$ cat src/rtl/glove_pkg.sv
// Shared types, dimensions and saturation helpers for the glove sensor front end.
package glove_pkg;

    localparam int unsigned N_CH     = 8;
    localparam int unsigned N_STEP   = 5;
    localparam int unsigned HOP      = 1;
    localparam int unsigned SAMPLE_W = 16;
    localparam int unsigned N_VAL    = N_CH * N_STEP;
    localparam int unsigned CH_W     = $clog2(N_CH);
    localparam int unsigned FILL_W   = $clog2(N_STEP + 1);
    localparam int unsigned HOP_W    = $clog2(N_STEP + 1);

    typedef logic signed [SAMPLE_W-1:0] sample_t;

    localparam sample_t SAMPLE_MAX = 16'sh7FFF;
    localparam sample_t SAMPLE_MIN = 16'sh8000;

    // Full-precision difference of two samples; never overflows.
    function automatic logic signed [SAMPLE_W:0] sub17(input sample_t a, input sample_t b);
        return $signed({a[SAMPLE_W-1], a}) - $signed({b[SAMPLE_W-1], b});
    endfunction

    // Clamp a 17-bit signed value into the sample range.
    function automatic sample_t sat16(input logic signed [SAMPLE_W:0] d);
        if (d[SAMPLE_W] != d[SAMPLE_W-1]) begin
            return d[SAMPLE_W] ? SAMPLE_MIN : SAMPLE_MAX;
        end
        return sample_t'(d[SAMPLE_W-1:0]);
    endfunction

endpackage

$ cat src/rtl/baseline_sub.sv
// Per-channel calibration baseline storage and saturating baseline subtraction.
module baseline_sub
    import glove_pkg::*;
(
    input  logic            i_clk,
    input  logic            i_rst_n,
    input  logic [CH_W-1:0] ch,
    input  sample_t         sample,
    input  logic            capture,
    output sample_t         diff_c
);

    sample_t base [N_CH];

    always_ff @(posedge i_clk) begin
        if (!i_rst_n) begin
            base <= '{default: '0};
        end else if (capture) begin
            base[ch] <= sample;
        end
    end

    assign diff_c = sat16(sub17(sample, base[ch]));

endmodule

$ cat src/rtl/frame_assembler.sv
// Collects the serial sensor stream into a sliding window of steps and hands
// baseline-corrected frames to the recognition core over valid/ready.
module frame_assembler
    import glove_pkg::*;
(
    input  logic                             i_clk,
    input  logic                             i_rst_n,
    input  sample_t                          i_sample,
    input  logic                             i_valid,
    input  logic                             i_sof,
    input  logic                             i_calib,
    input  logic                             i_flush,
    input  logic                             i_ready,
    output logic [N_VAL-1:0][SAMPLE_W-1:0]   o_data,
    output logic                             o_valid,
    output logic                             o_overrun,
    output logic                             o_sync_err,
    output logic                             o_calibrated,
    output logic [FILL_W-1:0]                o_fill
);

    localparam int unsigned HIST_N = N_VAL - N_CH;

    logic [CH_W-1:0]                ch_cnt;
    logic [HOP_W-1:0]               hop_cnt;
    logic                           cal_pend;
    logic                           cal_active;
    logic [N_CH-1:0][SAMPLE_W-1:0]  step_buf;
    // Newest N_STEP-1 completed steps; the oldest is dropped on every shift anyway.
    logic [HIST_N-1:0][SAMPLE_W-1:0] hist;

    logic                           accept;
    logic                           resync;
    logic                           cal_now;
    logic                           last_ch;
    logic                           step_done;
    logic                           cal_done;
    logic                           emit;
    logic [CH_W-1:0]                eff_ch;
    sample_t                        diff_c;
    logic [N_CH-1:0][SAMPLE_W-1:0]  step_new;
    logic [N_VAL-1:0][SAMPLE_W-1:0] window_next;
    logic [FILL_W-1:0]              fill_next;
    logic [HOP_W-1:0]               hop_next;

    baseline_sub u_baseline (
        .i_clk   (i_clk),
        .i_rst_n (i_rst_n),
        .ch      (eff_ch),
        .sample  (i_sample),
        .capture (accept && cal_now),
        .diff_c  (diff_c)
    );

    // Channel alignment, step completion and emit decision for this cycle.
    always_comb begin
        accept      = i_valid && !i_flush;
        resync      = accept && i_sof && (ch_cnt != '0);
        eff_ch      = i_sof ? '0 : ch_cnt;
        cal_now     = (eff_ch == '0) ? cal_pend : cal_active;
        last_ch     = (eff_ch == CH_W'(N_CH - 1));
        step_done   = accept && last_ch && !cal_now;
        cal_done    = accept && last_ch && cal_now;
        step_new    = step_buf;
        step_new[N_CH-1] = diff_c;
        window_next = {step_new, hist};
        fill_next   = (o_fill == FILL_W'(N_STEP)) ? o_fill : o_fill + FILL_W'(1);
        hop_next    = hop_cnt + HOP_W'(1);
        // The first full window always emits; afterwards every HOP steps.
        emit        = step_done && (fill_next == FILL_W'(N_STEP)) &&
                      ((o_fill != FILL_W'(N_STEP)) || (hop_next == HOP_W'(HOP)));
    end

    always_ff @(posedge i_clk) begin
        if (!i_rst_n) begin
            ch_cnt       <= '0;
            hop_cnt      <= '0;
            cal_pend     <= 1'b0;
            cal_active   <= 1'b0;
            step_buf     <= '0;
            hist         <= '0;
            o_data       <= '0;
            o_valid      <= 1'b0;
            o_overrun    <= 1'b0;
            o_sync_err   <= 1'b0;
            o_calibrated <= 1'b0;
            o_fill       <= '0;
        end else begin
            o_overrun  <= 1'b0;
            o_sync_err <= resync;

            if (cal_done) begin
                cal_pend     <= 1'b0;
                o_calibrated <= 1'b1;
            end
            if (i_calib) begin
                cal_pend <= 1'b1;
            end

            if (i_flush) begin
                ch_cnt  <= '0;
                hop_cnt <= '0;
                o_fill  <= '0;
                o_valid <= 1'b0;
            end else begin
                if (accept) begin
                    ch_cnt           <= last_ch ? '0 : eff_ch + CH_W'(1);
                    step_buf[eff_ch] <= diff_c;
                    if (eff_ch == '0) begin
                        cal_active <= cal_pend;
                    end
                end
                if (step_done) begin
                    hist    <= window_next[N_VAL-1:N_CH];
                    o_fill  <= fill_next;
                    hop_cnt <= emit ? '0 : hop_next;
                end
                // A fresh frame wins over the handshake; an unconsumed one is overwritten.
                if (emit) begin
                    o_data    <= window_next;
                    o_valid   <= 1'b1;
                    o_overrun <= o_valid && !i_ready;
                end else if (o_valid && i_ready) begin
                    o_valid <= 1'b0;
                end
            end
        end
    end

endmodule

$ cat config.mk
export PLATFORM = sky130hd
export DESIGN_NAME = frame_assembler
export DESIGN_NICKNAME = d
export VERILOG_FILES = /design/src/rtl/glove_pkg.sv /design/src/rtl/baseline_sub.sv /design/src/rtl/frame_assembler.sv
export SDC_FILE = /design/constraint.sdc
export NUM_CORES = 2
export LEC_CHECK = 0
export ABC_AREA = 1
export ABC_CLOCK_PERIOD_IN_PS = 3400
export BUFFER_PORTS_ARGS = -buffer_cell sky130_fd_sc_hd__buf_4
export CAP_MARGIN = 20
export CORE_MARGIN = 2
export CORE_UTILIZATION = 52
export DETAILED_ROUTE_END_ITERATION = 12
export GPL_TIMING_DRIVEN = 0
export PLACE_DENSITY = 0.87
export SLEW_MARGIN = 5
export SYNTH_ARGS = -nofsm -noshare
export SYNTH_HDL_FRONTEND = slang
export SYNTH_HIERARCHICAL = 1
export SYNTH_SLANG_ARGS = --single-unit
$ cat constraint.sdc
create_clock -name i_clk -period 3.4 [get_ports i_clk]
set_clock_uncertainty 0.2 [all_clocks]
set_input_delay 0.17 -clock i_clk [delete_from_list [all_inputs] [get_ports i_clk]]
set_output_delay 0.17 -clock i_clk [all_outputs]
set_load 0.02 [all_outputs]
==> run metrics <==
routed vias=54500; port bufs=roughly 670; Die X-Extent=326 um; Primary FF master, synth=dfxtp_1; crit path DAT=4340 ps; Ports=670; Final min period=3910 ps; drc violations=0; worst-margin pin slew=1250 ps; routed wl met3=between 20 and 30 mm; FF+latch count, synth=1407; Num CTS Buffers=~150; global-route usage over all layers=38.7%; largest net degree at the start of global routing=17; Power Dens Cells=approximately 520 nW/um2; final max-slew violation count=0; initial core utilization=52.3%; WL final=217 mm; most frequent cells in the layout=1593 x nor2_1, 1404 x dfxtp_1, 770 x buf_4, 755 x o21ai_0, 719 x nand2_1; max-cap viol count=0; worst vdd ir=slightly below 0.5 mV; final hold slack=68.0 ps; worst skew pair latency=about 780 ps; kind of start point of the critical path=register; root buf cell=clkbuf_16; fin area=approximately 69000 um2; sequential area share after synthesis=52.2%; most used cell, CP=nand2_4; CTS tree=built; vias in the first global route=51700; RSZ-0062 raised after global routing=yes; sw frac=24.2%; Final Util=66.8%; antenna-violating nets left=0; CTS Sinks=1407; Power Internal=27.2 mW; half-perimeter wire length after detailed placement=159 mm; clock buffer depth=3; final setup fails=149; DR pass1 iterations=9; post-placement cell count=9237; Pwr Total=between 30 and 40 mW; net switching power=between 8 and 9 mW; area grow syn2layout=27.8%; H-tree levels=4; headroom to the max-slew limit=between 10% and 20%; Mapped Avg Cell Area=roughly 7.5 um2; failing checks=negative setup slack; Hold Path Class=primary input to register; worst-path fanout max=7; Yosys warning count=6; status=complete, but fails checks; nets@finish=8180; fmax=0.256 GHz; post-synthesis cell count=7183; Post-synth EDFFs=0; commonest non-fill, non-tap cell in the layout=nor2_1; Routed met2 length=94.3 mm; slowest stage cell, crit path=o32ai_4; standard-cell rows=118; Vias/cell=5.66; total die area=between 100000 and 150000 um2; Hold Vio Cnt, Final=0; share of cells above drive strength 1=19.3%; GPL Wtd Cong=1.01; post-synth design cell area=53900 um2; Critical Path RT=3830 ps; Worst-path clk slew=60 ps; fin crit share=115%; Synth async-reset ratio=0%; highest metal used=met5; sequential share of power=46.1%; Netlist cell types=40; critical path class=register to register; LEAKAGE=around 29 nW; first-pass GRT wire length=311 mm; Bufs and invs on worst path=8; Iteration-0 DRC Markers=between 6000 and 7000; DRT met1 WL=78.5 mm; Congestion Overflow GR=0; Worst path max stage delay=about 370 ps; core area=103000 um2; crit-path leading delay family=simple AND/OR/NAND/NOR gates; clock power share=about 47%; part of the power in combinational logic=7.4%; chip height=326 um; post-route setup slack=-511 ps; non-filler cells, final=9633; Crit. End Element=register; routed len/inst=between 20 and 25 um; initial antenna violation count=5; synthesized net count=about 7200; dpl cell area=60800 um2
==> kinds of logic after synthesis <==
group / after synthesis / synth area share [%]
compound gates: 1499 / 14.1
flops: 1407 / 52.2
fa+ha+maj: 23 / 0.547
simple gates: 3070 / 23.5
buf+inv: 1174 / 9.45
xor+xnor: 10 / 0.162
==> worst register-to-register path, delay by kind of cell (launching register included) <==
kind            cells  cell delay, ps
buf+inv             8             980
fa+ha+maj           1             370
simple gates       13            1300
compound gates      3             550
flops               1             350
==> registers in the layout, indices dropped and copies added (netlist names), 3 cells and up <==
name	count
o_data	640
ch_cnt	3
hop_cnt	3
hist	512
step_buf	112
o_fill	3
u_baseline/base	128
==> power by group through the flow <==
stage	Combinational [mW]	Clock, mW	Sequential [mW]
global placement	1.55	0	16.9
floorplan	0.865	0	16.9
detailed placement	1.57	0	16.9
finish	2.66	16.7	16.6
global route	2.71	17.4	16.5
CTS	2.22	16.6	16.5
==> timing repair <==
item / in CTS / in global routing
hold endpoints to repair: 158 / 0
setup endpoints to repair: 156 / 820
gates resized for setup: 257 / 231
cloned: 4 / 0
pin swaps: 52 / 65
setup buffers: 72 / 21
hold buffers: 34 / 0
==> layer usage <==
layer	track usage [%]	vias to the layer above
met5	0	-
met4	26.2	4
met3	11.7	918
met2	60.2	3361
met1	46.1	25400
li1	-	24900
==> layout make-up <==
cell class / count / area, um2
fill: 8193 / 34300
sequential: 1407 / 28200
multi-input combinational: 4602 / 22100
timing repair buffer: 804 / 6500
clock buffer: 212 / 4350
buffer: 553 / 2980
inverter: 621 / 2410
tap: 1380 / 1730
clock inverter: 51 / 648
antenna: 3 / 7.51
==> stage by stage <==
stage / setup slack, ps / TNS [ps]
after global routing: -565 / -65560
after detailed placement: -1530 / -179320
after floorplan: 29.5 / 0
final: -511 / -55230
after global placement: -1560 / -191630
after CTS: -329 / -38700
==> cells in the mapped netlist, types with 9 or more instances <==
cell      number  area share, %
a211oi_1      17           0.24
a21oi_1      660            6.1
buf_1         62           0.43
buf_2        181            1.7
buf_4         47           0.65
buf_6         37           0.77
clkbuf_1     217            1.5
clkbuf_2       9          0.083
dfxtp_1     1407             52
ha_1          22           0.51
inv_1        613            4.3
nand2_1      775            5.4
nand3_1      559            5.2
nand3b_1      99            1.4
nor2_1      1612             11
o21ai_0      800            7.4
o32ai_1       14           0.23
==> path summary, 6_finish.rpt <==
check                                               start                         to  slack [ps]  depth (start not counted)
worst min-delay path                              i_rst_n    cal_active$_SDFFE_PN0P_          70                          4
worst max register to register     ch_cnt[2]$_SDFFE_PP0P_  step_buf[40]$_SDFFE_PN0P_        -510                         25
worst min register to register  o_calibrated$_SDFFE_PN0P_  o_calibrated$_SDFFE_PN0P_         250                          2
worst max-delay path               ch_cnt[2]$_SDFFE_PP0P_  step_buf[40]$_SDFFE_PN0P_        -510                         25
No activity file was read; power rests on OpenSTA's default activity.
